`src/rtl/traffic_pkg.sv`:
```
// Shared definitions for the NS/EW traffic light lamp interface:
// phase codes, legal lamp patterns, phase ordering and default dwell times.
package traffic_pkg;

  localparam int unsigned PHASE_W         = 3;
  localparam int unsigned LAMP_W          = 6;
  localparam int unsigned DWELL_W         = 8;
  localparam int unsigned G_TICKS_DEFAULT = 5;
  localparam int unsigned Y_TICKS_DEFAULT = 2;

  typedef enum logic [PHASE_W-1:0] {
    PH_SYNC = 3'd0,
    PH_NS_G = 3'd1,
    PH_NS_Y = 3'd2,
    PH_EW_G = 3'd3,
    PH_EW_Y = 3'd4
  } phase_e;

  // Lamp vector order is {ns_g, ns_y, ns_r, ew_g, ew_y, ew_r}.
  typedef struct packed {
    logic g;
    logic y;
    logic r;
  } lamp_grp_t;

  typedef struct packed {
    lamp_grp_t ns;
    lamp_grp_t ew;
  } lamps_t;

  localparam lamps_t LAMP_NS_G = 6'b100_001;
  localparam lamps_t LAMP_NS_Y = 6'b010_001;
  localparam lamps_t LAMP_EW_G = 6'b001_100;
  localparam lamps_t LAMP_EW_Y = 6'b001_010;

  function automatic phase_e next_phase(input phase_e p);
    case (p)
      PH_NS_G: next_phase = PH_NS_Y;
      PH_NS_Y: next_phase = PH_EW_G;
      PH_EW_G: next_phase = PH_EW_Y;
      PH_EW_Y: next_phase = PH_NS_G;
      default: next_phase = PH_SYNC;
    endcase
  endfunction

endpackage

```
`src/rtl/traffic_light_monitor_lamp_decoder.sv`:
```
// Combinational decode of the six lamp bits into a phase code and a legal flag.
module lamp_decoder
  import traffic_pkg::*;
(
  input  logic [LAMP_W-1:0]  lamps_i,
  output logic [PHASE_W-1:0] phase_c_o,
  output logic               legal_c_o
);

  always_comb begin
    phase_c_o = PH_SYNC;
    legal_c_o = 1'b0;
    case (lamps_i)
      LAMP_NS_G: begin phase_c_o = PH_NS_G; legal_c_o = 1'b1; end
      LAMP_NS_Y: begin phase_c_o = PH_NS_Y; legal_c_o = 1'b1; end
      LAMP_EW_G: begin phase_c_o = PH_EW_G; legal_c_o = 1'b1; end
      LAMP_EW_Y: begin phase_c_o = PH_EW_Y; legal_c_o = 1'b1; end
      default:   begin phase_c_o = PH_SYNC; legal_c_o = 1'b0; end
    endcase
  end

endmodule

```
`src/rtl/traffic_light_monitor.sv`:
```
// Passive monitor for the traffic light lamp interface: tracks phase order and
// dwell time, flags illegal/out-of-order/timing errors and counts clean cycles.
module traffic_light_monitor
  import traffic_pkg::*;
#(
  parameter int unsigned G_TICKS = G_TICKS_DEFAULT,
  parameter int unsigned Y_TICKS = Y_TICKS_DEFAULT,
  parameter int unsigned CW      = 16
) (
  input  logic               clk,
  input  logic               rst,
  input  logic               ns_g,
  input  logic               ns_y,
  input  logic               ns_r,
  input  logic               ew_g,
  input  logic               ew_y,
  input  logic               ew_r,
  output logic [PHASE_W-1:0] phase,
  output logic               err_illegal,
  output logic               err_seq,
  output logic               err_timing,
  output logic               err_sticky,
  output logic [CW-1:0]      cycle_count
);

  localparam int unsigned        EXP_W     = DWELL_W + 1;
  localparam logic [DWELL_W-1:0] DWELL_MAX = '1;
  localparam logic [DWELL_W-1:0] DWELL_ONE = DWELL_W'(1);

  logic [LAMP_W-1:0]  lamps;
  logic [PHASE_W-1:0] dec_phase_raw;
  logic               dec_legal;
  phase_e             dec_phase;

  phase_e             state_q, state_d;
  logic [DWELL_W-1:0] dwell_q, dwell_d;
  logic               chk_en_q, chk_en_d;
  logic               clean_q, clean_d;
  logic               ill_q, ill_d;
  logic               seq_q, seq_d;
  logic               tim_q, tim_d;
  logic               sticky_q, sticky_d;
  logic [CW-1:0]      count_q, count_d;
  logic [EXP_W-1:0]   exp_cur;

  function automatic logic [EXP_W-1:0] exp_ticks(input phase_e p);
    if (p == PH_NS_G || p == PH_EW_G) exp_ticks = EXP_W'(G_TICKS);
    else                              exp_ticks = EXP_W'(Y_TICKS);
  endfunction

  assign lamps = {ns_g, ns_y, ns_r, ew_g, ew_y, ew_r};

  lamp_decoder u_decoder (
    .lamps_i   (lamps),
    .phase_c_o (dec_phase_raw),
    .legal_c_o (dec_legal)
  );

  assign dec_phase = phase_e'(dec_phase_raw);
  assign exp_cur   = exp_ticks(state_q);

  // Phase tracking, dwell checks and cycle accounting.
  always_comb begin
    state_d  = state_q;
    dwell_d  = dwell_q;
    chk_en_d = chk_en_q;
    clean_d  = clean_q;
    count_d  = count_q;
    ill_d    = 1'b0;
    seq_d    = 1'b0;
    tim_d    = 1'b0;

    if (!dec_legal) begin
      state_d  = PH_SYNC;
      dwell_d  = '0;
      chk_en_d = 1'b0;
      ill_d    = 1'b1;
    end else if (state_q == PH_SYNC) begin
      state_d  = dec_phase;
      dwell_d  = DWELL_ONE;
      chk_en_d = 1'b0;
    end else if (dec_phase == state_q) begin
      if (dwell_q != DWELL_MAX) begin
        dwell_d = dwell_q + DWELL_ONE;
        tim_d   = chk_en_q && (EXP_W'(dwell_d) == exp_cur + EXP_W'(1));
      end
    end else if (dec_phase == next_phase(state_q)) begin
      tim_d = chk_en_q && (EXP_W'(dwell_q) < exp_cur);
      if (dec_phase == PH_NS_G && clean_q && !tim_d) count_d = count_q + CW'(1);
      state_d  = dec_phase;
      dwell_d  = DWELL_ONE;
      chk_en_d = 1'b1;
    end else begin
      seq_d    = 1'b1;
      state_d  = dec_phase;
      dwell_d  = DWELL_ONE;
      chk_en_d = 1'b0;
    end

    // A new cycle opens on NS_G entry; errors at that edge belong to the old one.
    if (state_d == PH_NS_G && state_q != PH_NS_G) clean_d = 1'b1;
    else if (ill_d || seq_d || tim_d)              clean_d = 1'b0;

    sticky_d = sticky_q | ill_d | seq_d | tim_d;
  end

  always_ff @(posedge clk or posedge rst) begin
    if (rst) begin
      state_q  <= PH_SYNC;
      dwell_q  <= '0;
      chk_en_q <= 1'b0;
      clean_q  <= 1'b0;
      count_q  <= '0;
      ill_q    <= 1'b0;
      seq_q    <= 1'b0;
      tim_q    <= 1'b0;
      sticky_q <= 1'b0;
    end else begin
      state_q  <= state_d;
      dwell_q  <= dwell_d;
      chk_en_q <= chk_en_d;
      clean_q  <= clean_d;
      count_q  <= count_d;
      ill_q    <= ill_d;
      seq_q    <= seq_d;
      tim_q    <= tim_d;
      sticky_q <= sticky_d;
    end
  end

  assign phase       = state_q;
  assign err_illegal = ill_q;
  assign err_seq     = seq_q;
  assign err_timing  = tim_q;
  assign err_sticky  = sticky_q;
  assign cycle_count = count_q;

endmodule

```
`config.mk`:
```
export PLATFORM = sky130hd
export DESIGN_NAME = traffic_light_monitor
export DESIGN_NICKNAME = d
export VERILOG_FILES = /design/src/rtl/traffic_pkg.sv /design/src/rtl/traffic_light_monitor_lamp_decoder.sv /design/src/rtl/traffic_light_monitor.sv
export SDC_FILE = /design/constraint.sdc
export NUM_CORES = 1
export LEC_CHECK = 0
export ABC_CLOCK_PERIOD_IN_PS = 2700
export CAP_MARGIN = 20
export CORE_UTILIZATION = 35
export DETAILED_ROUTE_END_ITERATION = 12
export PLACE_DENSITY = 0.67
export SKIP_LAST_GASP = 1
export SYNTH_ARGS = -nofsm -noshare
export SYNTH_HDL_FRONTEND = slang
export SYNTH_SLANG_ARGS = --single-unit
```
`constraint.sdc`:
```
create_clock -name clk -period 2.7 [get_ports clk]
set_input_delay 0.54 -clock clk [delete_from_list [all_inputs] [get_ports clk]]
set_output_delay 0.54 -clock clk [all_outputs]
set_load 0.1 [all_outputs]
```
== After elaboration in Yosys (flattened, before gate mapping) ==
Index checks and enable logic that the tools add are counted.
Word-level totals
  register bits after elaboration: 33
  output and inout port bits: 23
  word-level logic and storage cells: 78
Cells by class
  add/sub/neg operators: 3
  magnitude comparators: 1
  equal/unequal tests: 17
  multiplexer cells: 30
  bitwise logic cells: 5
  reduce and logical (&&, ||, !) cells: 13
Operators by type and width (count)
  $mux W8: 4
  $pmux W3 S4: 2
  $mux W3: 7
  $mux W1: 17
  $add A16 B1 Y16 const B: 1
  $eq A6 B4 Y1 const B: 2
  $add A9 B1 Y9 const B: 1
  $eq A3 B1 Y1 const B: 3
  $eq A8 B9 Y1: 1
  $lt A8 B9 Y1: 1
  $add A8 B1 Y8 const B: 1
  $ne A8 B8 Y1 const B: 1
  $eq A3 B2 Y1 const B: 2
  $eq A3 B3 Y1: 2
  $eq A6 B5 Y1 const B: 1
  $eq A6 B6 Y1 const B: 1
  $logic_and A1 B1 Y1: 5
  $reduce_and A5 Y1: 1
  $ne A4 B3 Y1 const B: 1
  $reduce_or A4 Y1: 1
  $eq A3 B3 Y1 const B: 1
  $logic_not A3 Y1: 1
  $logic_or A1 B1 Y1: 3
  $ne A3 B1 Y1 const B: 1
  other kinds (5): 8

== Logic depth before layout (Yosys ltp) ==
  word-level depth: 15
  gate-level depth with buffers: 10
  gate-level depth less buffers: 9

== Hierarchy ==
From an unflattened synthesis, not the netlist that was laid out.
Second synthesis, totals
  cell total of the unflattened synthesis: 179
  area, all modules: 1918.1 sq um
By module, submodules not included
  traffic_light_monitor: instances 1, cells an instance 167, area each 1820.5 sq um
  lamp_decoder: instances 1, cells an instance 12, area each 97.6 sq um

== Worst setup path before layout ==
OpenSTA, ideal clock, no wires.
  path kind: reg2reg
  start: register state_q[0], in the netlist phase[0]
  end: register count_q[5], in the netlist cycle_count[5]
  library setup time: 0.158 ns
  arrival: 2.741 ns
  slack: -0.199 ns
  stages on the path, launching flop included: 11
  path buffers: 1
  period minus slack after synthesis: 2.899 ns
  cell sequence: dfrtp_1 > nor2b_1 > inv_1 > ha_1 > o21ai_0 > nand4_1 > nand3_1 > a21oi_2 > buf_4 > nand3_1 > xnor2_1
Between the ends
  cells in the longest elaborated chain, start to end: 8
  elaborated cells on any way between the ends: 20
RTL lines
  from (decl): line traffic_light_monitor.sv:35  | phase_e state_q, state_d;
  from (signal assigned): line traffic_light_monitor.sv:119  | state_q <= state_d;
  $eq A3 B1 Y1 / $eq A3 B2 Y1 (equally long branches): line traffic_pkg.sv:37, traffic_light_monitor.sv:47
  $logic_or A1 B1 Y1: line traffic_light_monitor.sv:47  | if (p == PH_NS_G || p == PH_EW_G) exp_ticks = EXP_W'(G_TICKS);
  $mux W3: line traffic_light_monitor.sv:47
  $lt A8 B9 Y1: line traffic_light_monitor.sv:88  | tim_d = chk_en_q && (EXP_W'(dwell_q) < exp_cur);
  $logic_and A1 B1 Y1: line traffic_light_monitor.sv:88
  $logic_not A1 Y1: line traffic_light_monitor.sv:89  | if (dec_phase == PH_NS_G && clean_q && !tim_d) count_d = count_q + CW'(1);
  $logic_and A1 B1 Y1: line traffic_light_monitor.sv:89
  $reduce_and A5 Y1 (no line) (*)
  to (signal assigned): line traffic_light_monitor.sv:123  | count_q <= count_d;
  to (decl): line traffic_light_monitor.sv:43  | logic [CW-1:0] count_q, count_d;
Every way passes the cells marked *; elsewhere a longest branch is shown, timed or not. The select of a mux whose other input is x is not followed.
A chain may end at the register's enable or synchronous reset.

== Worst setup path in the final report ==
  start: input ew_g
  end: register sticky_q, in the netlist err_sticky
Between the ends
  elaborated cells on any way between the ends: 21
RTL lines
  from (decl): line traffic_light_monitor.sv:15  | input logic ew_g,
  $eq A6 B4 Y1, or another cell as far along: line traffic_light_monitor_lamp_decoder.sv:13  | case (lamps_i)
  $pmux W3 S4: line traffic_light_monitor_lamp_decoder.sv:13
  $eq A3 B3 Y1: line traffic_light_monitor.sv:87  | end else if (dec_phase == next_phase(state_q)) begin
  $mux W1: line traffic_light_monitor.sv:87
  $mux W1: line traffic_light_monitor.sv:82  | end else if (dec_phase == state_q) begin
  $mux W1: line traffic_light_monitor.sv:78  | end else if (state_q == PH_SYNC) begin
  $mux W1 (*): line traffic_light_monitor.sv:73  | if (!dec_legal) begin
  named net tim_d: line traffic_light_monitor.sv:41  | logic tim_q, tim_d;
  $or A1 B1 Y1 (*): line traffic_light_monitor.sv:104  | sticky_d = sticky_q | ill_d | seq_d | tim_d;
  named net sticky_d: line traffic_light_monitor.sv:42  | logic sticky_q, sticky_d;
  to (signal assigned): line traffic_light_monitor.sv:127  | sticky_q <= sticky_d;
  to (decl): line traffic_light_monitor.sv:42
Mark *: on every way through the listed nets, which the timed path passes. The rest lies on a longest branch.

==> impl_metrics.ini <==
[sta]
finalMaxSlewViolations = 0
finalCritPeriodShare = 0.946
whs_ns = 0.473
setup_viol = 0
worst_pin_slew_ns = 0.414
fin_crit_ns = 2.55
fin_skew_ns = 0.00432
max_freq_mhz = 392
hold_viol = 0
slew_headroom = 0.724
worst_slack_ns = 0.147

[grt]
grtUsageTotal = 0.149
grt_first_pass_wirelength_mm = 6.91
grt_pass1_vias = 1565
gr-total-overflow = 0
antenna_found_initial = 0
grt_max_degree = 34

[clocking]
worstSkewPairLatency_ns = 0.28
post_cts_buffers = 0
cts_root_buf = clkbuf_8
numCtsBuffers = 5
cts_buffer_depth = 2
numClockSinks = 33
clk_pin_slew_ns = 0.07
htreeDepth = 2
cts_tree = done

[worst_setup_path]
crit_buf_inv = 2
crit_type = input pin to flop
cp_cell_sequence = clkdlybuf4s50_1, nand4bb_1, a211oi_2, buf_4, nor2_2, a311oi_2, and2_4, o32ai_2, or4_1
arrival_ns = 2.71
start_kind = input pin
cp_data_required_time_ns = 2.86
critPathMaxStageDelay_ns = 0.48
critPathTopFamily = simple AND/OR/NAND/NOR gates
crit_path_end_kind = flop
cp_max_fo = 7
rrSetupSlack_ns = 0.43
slowest_stage = clkdlybuf4s50_1

[route]
drt-met1-wl_mm = 1.95
wirelength_mm = 4.02
route.met3.wl_um = 151
top_layer = met4
dr.pass1.iters = 4
route.vias.total = 1617
drc = 0
wl_met2_mm = 1.84
wl_per_cell_um = 12.7
viasPerCell = 5.10
drt_iter0_markers = 88
drtAntennaViolNets = 0

[synthesis]
yosysSeqAreaShare = 0.430
synth_edf_count = 0
yosysTopAreaCellShare = 0.430
syn_inst = 194
yosysMostFrequentCell = dfrtp_1
synth_top_family_by_area = simple AND/OR/NAND/NOR gates
ys_async_sr_fraction = 1.00
synthTopCellsByCount = dfrtp_1 (33), xnor2_1 (20), nor2_1 (16)
avgSynthCellArea_um2 = 9.90
synth-adder-area-share = 0.0326
ys_types = 50
synth_top_cell_by_area = dfrtp_1
synth_flop_cell = dfrtp_1
synth_compound_area_frac = 0.106
yosysWarningCount = 0
yosys.area_share.simple = 0.268
synth_area_leaders = dfrtp_1 (43%), xnor2_1 (9.1%), nand3_1 (3.4%)
syn_area_um2 = 1920
synthXorXnorAreaFrac = 0.100
synth-seq-cells = 33
synthMuxAreaShare = 0.0274
synth_nets = 207

[final_layout]
n_antenna_cell = 0
nets = 259
drive_gt1_frac = 0.291
syn2layout_area_growth_pct = 29.1
fin_cells = 317
utilization = 0.476

[place]
hpwlAfterDp_mm = 3.04
place_inst = 309
gp_congestion = 0.829
io_buffers = 30
pre_cts_slack_ns = -0.168

[pwr]
powerDensity_nw_per_um2 = 383
p_total_uw = 950
peakVddDrop_mv = 0.148
p_leak_nw = 1.09

[floorplan]
dieArea_um2 = 5790
dieWidth_um = 76.1
initial_core_util = 0.369
design.core.area_um2 = 5200
io_pins = 31
core.rowCount = 26
die_y_um = 76.1

[min_path]
hold_class = flop to flop

[run_status]
status = completed

[run]
drv_cap = 0
-- sequential cells by signal, indices dropped and copies added, names as in the netlist --
signal / flops
err_illegal: 1
chk_en_q: 1
dwell_q: 8
err_seq: 1
phase: 3
clean_q: 1
cycle_count: 16
err_timing: 1
err_sticky: 1
-- metrics by stage --
stage | TNS (ns) | cell area, um^2
after floorplan | 0 | 1920
after detailed placement | -0.711 | 2380
final | 0 | 2480
after CTS | 0 | 2470
after global routing | -0.0429 | 2480
after global placement | -0.855 | 2380
-- kinds of logic after synthesis --
family,Yosys count
compound gates,27
xor+xnor,22
simple gates,88
flops,33
buf+inv,14
fa+ha+maj,5
mux,5
-- path summary, 6_finish.rpt --
path                                              from                           to  depth (start not counted)
setup / recovery                                  ew_g         err_sticky$_DFF_PP0_                          9
hold / removal             cycle_count[15]$_DFFE_PP0P_  cycle_count[15]$_DFFE_PP0P_                          1
setup reg to reg                    phase[2]$_DFF_PP0_   cycle_count[1]$_DFFE_PP0P_                          9
hold reg to reg            cycle_count[15]$_DFFE_PP0P_  cycle_count[15]$_DFFE_PP0P_                          1
max in group asynchronous                          rst           phase[0]$_DFF_PP0_                          3
min in group asynchronous                          rst   cycle_count[0]$_DFFE_PP0P_                          3
-- layout make-up --
cell class / count / area (um^2)
clock buffers: 5 / 68.8
clock inverters: 3 / 17.5
fillers: 522 / 2730
inverters: 6 / 22.5
multi-input cells: 147 / 1040
flip-flops and latches: 33 / 828
well taps: 70 / 87.6
repair buffers: 53 / 415
-- cell usage in the layout, fill, tap and decap left out, types with 2 or more instances in the layout --
| cell type | instances |
|---|---|
| and3_1 | 7 |
| dfrtp_2 | 2 |
| or2_2 | 2 |
| clkinv_2 | 2 |
| nor4b_2 | 2 |
| xor2_1 | 2 |
| clkdlybuf4s50_1 | 7 |
| o21ai_0 | 3 |
| mux2_2 | 2 |
| and2_1 | 4 |
| nor2b_1 | 4 |
| and4_1 | 2 |
| a211oi_1 | 2 |
| nand4bb_1 | 2 |
| nor4_1 | 3 |
| nand2b_1 | 3 |
| dfrtp_1 | 31 |
| nand3_1 | 13 |
| o22ai_1 | 2 |
| ha_1 | 5 |
| inv_1 | 6 |
| nor3_1 | 6 |
| xnor2_1 | 20 |
| o41ai_1 | 2 |
| mux2i_1 | 3 |
| nand4_1 | 7 |
| nand2_1 | 9 |
| clkbuf_8 | 5 |
| a21oi_1 | 7 |
| nor2_1 | 16 |
| buf_4 | 46 |
-- worst register-to-register path, stage by stage, from the launching register on --
cell	delay, ns
dfrtp_2	0.40
nor2b_1	0.32
ha_1	0.30
nor2b_1	0.13
o21ai_0	0.15
nand4_1	0.19
nand3_1	0.19
a21oi_2	0.05
buf_4	0.17
mux2_2	0.26
-- routing by layer --
| metal | up-vias | GRT usage |
|---|---|---|
| li1 | 802 | - |
| met1 | 766 | 0.187 |
| met2 | 43 | 0.244 |
| met3 | 6 | 0.0299 |
| met4 | 0 | 0.0769 |
| met5 | - | 0 |
-- repair_timing --
action                     in CTS  in global routing
setup endpoints to repair       0                  2
hold endpoints to repair        0                  0
gates resized for setup         0                  2
hold buffers                    0                  0
-- power by group --
part           switching (mW)  leakage [nW]  internal [mW]
Combinational          0.0513         0.609         0.0380
Sequential            0.00223         0.442          0.497
Clock                   0.183        0.0439          0.178
Power figures use the tool's default switching activity.
==> variant 1, RTL diff (same settings) <==
`CW`: 16 -> 15.
--- a/src/rtl/traffic_light_monitor.sv
+++ b/src/rtl/traffic_light_monitor.sv
@@ -6,5 +6,5 @@
   parameter int unsigned G_TICKS = G_TICKS_DEFAULT,
   parameter int unsigned Y_TICKS = Y_TICKS_DEFAULT,
-  parameter int unsigned CW      = 16
+  parameter int unsigned CW      = 15
 ) (
   input  logic               clk,
Interface: changed (resized cycle_count); port bits go from 31 to 30. The function was not compared with the original's and may differ.
==> variant 1 against the original RTL <==
- worst hold slack about the same
- wire length rose by 13%
- area after synthesis grew 0.72%
- largest power group unchanged
- sequential cell count shrank 1
- via count rose by 9.7%
- global-route usage up 2.4 points
- non-clock buffer count up 1
- final area up 1.9%
- worst setup slack worse by 0.051 ns
- total power is 7.9% higher
==> variant 1: results (changes against the original RTL) <==
\begin{tabular}{lr}
\hline
Metric & Value \\
\hline
\multicolumn{2}{l}{\textbf{Yosys}} \\
Mux share of post-synthesis cell area & 1.100\% (-1.6 points) \\
Compound-cell area share of the yosys netlist & 14.55\% (+4.0 points) \\
Synthesized area per cell & 9.081 um\^{}2 (-8.3\%) \\
Area share of fa/ha/maj cells after synthesis & 3.234\% (-0.023 points) \\
Part of the Yosys area used for sequential elements & 41.40\% (-1.6 points) \\
Xor and xnor fraction of the mapped netlist area & 8.150\% (-1.9 points) \\
Net count after synthesis & 226 (+9.2\%) \\
\multicolumn{2}{l}{\textbf{Setup path}} \\
Capture instance of the worst register-to-register path & err\_timing \\
Worst R2R Path Depth & 8 (-1) \\
Critical Path AT & 2.77 ns (+0.06 ns) \\
\multicolumn{2}{l}{\textbf{Final layout}} \\
Layout net count & 279 (+7.7\%) \\
Non-Filler Instances & 337 (+6.3\%) \\
Largest register FFs & 15 (-1) \\
Share of layout cells above drive strength 1 & 25.09\% (-4.1 points) \\
\multicolumn{2}{l}{\textbf{Power and ir drop}} \\
Leakage power figure & 1.174 nW (+7.2\%) \\
\multicolumn{2}{l}{\textbf{Detailed routing}} \\
Via count & 1774 (+9.7\%) \\
Violation count after the first detailed-route iteration & 147 (+67\%) \\
Wire length per cell & 13.52 um (+6.7\%) \\
\multicolumn{2}{l}{\textbf{STA}} \\
Worst slew slack as a fraction of its limit & 73.18\% (+0.78 points) \\
Worst hold slack & 0.4725 ns (-0.0004060 ns) \\
Worst-case setup margin in the final layout & 0.09598 ns (-0.05062 ns) \\
\multicolumn{2}{l}{\textbf{Placed design}} \\
Input/output buffers & 29 (-3.3\%) \\
Placed cells & 329 (+6.5\%) \\
DP Area & 0.002411 mm\^{}2 (+1.3\%) \\
Setup WS pre-CTS & -0.2635 ns (-0.09568 ns) \\
Final weighted congestion in routability-driven placement & 0.8133 (-1.9\%) \\
\multicolumn{2}{l}{\textbf{Min path}} \\
Launch point of the worst hold path & cycle\_count[14] \\
\multicolumn{2}{l}{\textbf{Global route}} \\
GR Util All Layers & 17.36\% (+2.4 points) \\
Largest net degree at the start of global routing & 33 (-2.9\%) \\
\multicolumn{2}{l}{\textbf{Status}} \\
Status & complete, no violations \\
\hline
\end{tabular}
==> variant 1: cell count changes after synthesis, sizes merged, moves of 3 or more <==
cell / before / now
nor2: 17 / 20
nand2b: 3 / 0
o211ai: 0 / 5
nand2: 9 / 12
and2: 5 / 2
o21ai: 3 / 10
xnor2: 20 / 12
inv: 6 / 12
xor2: 2 / 6
==> variant 1: worst max-delay path: stages <==
cell                              delay, ns
sky130_fd_sc_hd__clkdlybuf4s50_1       0.47
sky130_fd_sc_hd__or3b_1                0.37
sky130_fd_sc_hd__or4_4                 0.45
sky130_fd_sc_hd__mux2i_1               0.17
sky130_fd_sc_hd__nand4b_4              0.16
sky130_fd_sc_hd__o41ai_2               0.10
sky130_fd_sc_hd__or4_1                 0.51
==> variant 1: layer usage <==
metal / share of wire [%] / up-vias / GRT usage (%)
li1: - / 885 / -
met1: 46 / 847 / 21.24
met2: 50 / 38 / 29.91
met3: 3.5 / 4 / 4.192
met4: 0.46 / 0 / 5.577
met5: 0 / - / 0
==> variant 1: cell type report <==
| class | count | area, um^2 |
|---|---|---|
| Clock buffer | 5 | 68.82 |
| Clock inverter | 3 | 42.54 |
| Fill cell | 520 | 2679 |
| Inverter | 13 | 48.80 |
| Multi-Input combinational cell | 160 | 1052 |
| Sequential cell | 32 | 803.3 |
| Tap cell | 70 | 87.58 |
| Timing Repair Buffer | 54 | 422.9 |
==> variant 1: power breakdown <==
group	switching, mW	internal [mW]	total, mW
clock	0.187	0.273	0.460
sequential	0.00237	0.482	0.484
combinational	0.0472	0.0335	0.0807
==> variant 2, RTL diff (same settings) <==
Without the edit above. Register the inputs `ns_g`, `ns_y`, `ns_r`, `ew_g`, `ew_y` and `ew_r` before use. The logic sees them one clock later.
--- a/src/rtl/traffic_light_monitor.sv
+++ b/src/rtl/traffic_light_monitor.sv
@@ -28,4 +28,20 @@
   localparam logic [DWELL_W-1:0] DWELL_ONE = DWELL_W'(1);
 
+  logic ns_g_q;
+  logic ns_y_q;
+  logic ns_r_q;
+  logic ew_g_q;
+  logic ew_y_q;
+  logic ew_r_q;
+
+  always_ff @(posedge clk) begin
+    ns_g_q <= ns_g;
+    ns_y_q <= ns_y;
+    ns_r_q <= ns_r;
+    ew_g_q <= ew_g;
+    ew_y_q <= ew_y;
+    ew_r_q <= ew_r;
+  end
+
   logic [LAMP_W-1:0]  lamps;
   logic [PHASE_W-1:0] dec_phase_raw;
@@ -49,5 +65,5 @@
   endfunction
 
-  assign lamps = {ns_g, ns_y, ns_r, ew_g, ew_y, ew_r};
+  assign lamps = {ns_g_q, ns_y_q, ns_r_q, ew_g_q, ew_y_q, ew_r_q};
 
   lamp_decoder u_decoder (
Check against the original RTL: not equivalent (Yosys sat finds a counterexample within 4 cycles, from zero or initial values and one cycle with rst high).
==> variant 2 against the original RTL <==
- total power rose by 11%
- wire length rose by 19%
- via count rose by 9.6%
- final area rose by 5.2%
- area after synthesis rose by 13%
- worst setup slack improved by 0.078 ns
- cell count rose by 3.5%
- sequential cell count rose by 6
- fmax rose by 3.2%
- register-to-register slack got worse by 0.21 ns
- sequential power rose by 20%
- combinational power fell by 15%
- sequential share of layout area rose by 3.0 points
- largest cell class unchanged
- highest routed layer unchanged
==> variant 2: results (changes against the original RTL) <==
\begin{tabular}{lr}
\hline
Metric & Value \\
\hline
\multicolumn{2}{l}{\textbf{Power and ir drop}} \\
Leakage power figure & 1.168 nW (+6.6\%) \\
Worst-case vdd ir drop & 0.2376 mV (+61\%) \\
Power density over cell area & 403.1 mW/mm\^{}2 (+5.2\%) \\
\multicolumn{2}{l}{\textbf{Final layout}} \\
Combined area of the multi-input logic cells & 0.001130 mm\^{}2 (+8.8\%) \\
Layout net count & 264 (+1.9\%) \\
Buffers outside the clock class & 38 (-28\%) \\
Number of multi-input combinational cells in the layout & 155 (+5.4\%) \\
CLK BUF & 8 (+3) \\
Clock network contribution to total cell area & 3.070\% (-0.41 points) \\
Register fraction of the total cell area & 36.45\% (+3.0 points) \\
Share of layout cells above drive strength 1 & 20.16\% (-9.0 points) \\
\multicolumn{2}{l}{\textbf{STA}} \\
Transition time at the pin with the least slew margin & 0.6581 ns (+0.2441 ns) \\
Fmax & 404.0 MHz (+3.2\%) \\
Worst hold slack & 0.4692 ns (-0.003692 ns) \\
\multicolumn{2}{l}{\textbf{Global route}} \\
Largest net degree at the start of global routing & 16 (-53\%) \\
GR Util All Layers & 16.49\% (+1.5 points) \\
Wire length of the first global-routing pass & 8.155 mm (+18\%) \\
Via count of the first global-routing pass & 1678 (+7.2\%) \\
\multicolumn{2}{l}{\textbf{Detailed routing}} \\
Violation count after the first detailed-route iteration & 90 (+2.3\%) \\
Via density per instance & 5.405 (+6.0\%) \\
Wire length per cell & 14.52 um (+15\%) \\
\multicolumn{2}{l}{\textbf{Yosys}} \\
Fraction of registers with async set or reset after synthesis & 84.62\% (-15 points) \\
Part of the Yosys area used for sequential elements & 43.52\% (+0.53 points) \\
Commonest cells in the synthesized netlist & sky130\_fd\_sc\_hd\_\_dfrtp\_1, sky130\_fd\_sc\_hd\_\_xnor2\_1, sky130\_fd\_sc\_hd\_\_nor2\_1, sky130\_fd\_sc\_hd\_\_inv\_1, sky130\_fd\_sc\_hd\_\_o2111ai\_1 \\
\multicolumn{2}{l}{\textbf{Setup path}} \\
Critical-path maximum fanout & 14 (+7) \\
Startpoint of the worst register-to-register path & phase[0] \\
Critical Path AT & 2.65 ns (-0.06 ns) \\
\multicolumn{2}{l}{\textbf{Placed design}} \\
Placed cells & 320 (+3.6\%) \\
\multicolumn{2}{l}{\textbf{Clock tree}} \\
Number of clock sinks seen by CTS & 39 (+18\%) \\
\multicolumn{2}{l}{\textbf{Status}} \\
Status & complete, no violations \\
\multicolumn{2}{l}{\textbf{Floorplanning}} \\
DIE WIDTH & 80.80 um (+6.2\%) \\
\hline
\end{tabular}
-- variant 2: worst max path at each step --
stage	endpoint	cells past startpoint	from
final	cycle_count[1]	9	phase[0]
after global routing	cycle_count[1]	9	phase[0]
after CTS	cycle_count[1]	9	phase[0]
after detailed placement	cycle_count[1]	9	phase[0]
after global placement	cycle_count[1]	9	phase[0]
after floorplan	cycle_count[14]	12	phase[0]
-- variant 2: logic make-up after synthesis --
kind of cell,share of synthesized area (%)
AOI/OAI and AO/OA,18.71
xor gates and xnor gates,9.269
adders and majority gates,2.303
buffers and inverters,4.548
DFF,43.52
muxes,1.900
and+or+nand+nor,19.75
-- variant 2: where the power goes --
group | leakage (nW) | switching, mW | total [mW] | internal (mW)
Sequential | 0.498 | 0.00751 | 0.597 | 0.590
Combinational | 0.631 | 0.0454 | 0.0760 | 0.0306
Clock | 0.0395 | 0.195 | 0.378 | 0.184
-- variant 2: layer usage --
| metal | up-vias | share of wire [%] | track usage, % |
|---|---|---|---|
| met5 | - | 0 | 0 |
| met4 | 0 | 1.4 | 7.143 |
| met3 | 7 | 4.6 | 3.483 |
| met2 | 60 | 46 | 24.29 |
| met1 | 842 | 48 | 23.15 |
| li1 | 864 | - | - |
-- variant 2: critical path, stage by stage, from the launching register on --
cell and delay [ns]:
sky130_fd_sc_hd__dfrtp_4 0.54, sky130_fd_sc_hd__nand2b_1 0.12, sky130_fd_sc_hd__inv_1 0.09, sky130_fd_sc_hd__ha_1 0.27
sky130_fd_sc_hd__nor2b_1 0.14, sky130_fd_sc_hd__o31ai_1 0.26, sky130_fd_sc_hd__a31oi_1 0.16, sky130_fd_sc_hd__and2_2 0.33
sky130_fd_sc_hd__o21ai_2 0.12, sky130_fd_sc_hd__mux2_2 0.35
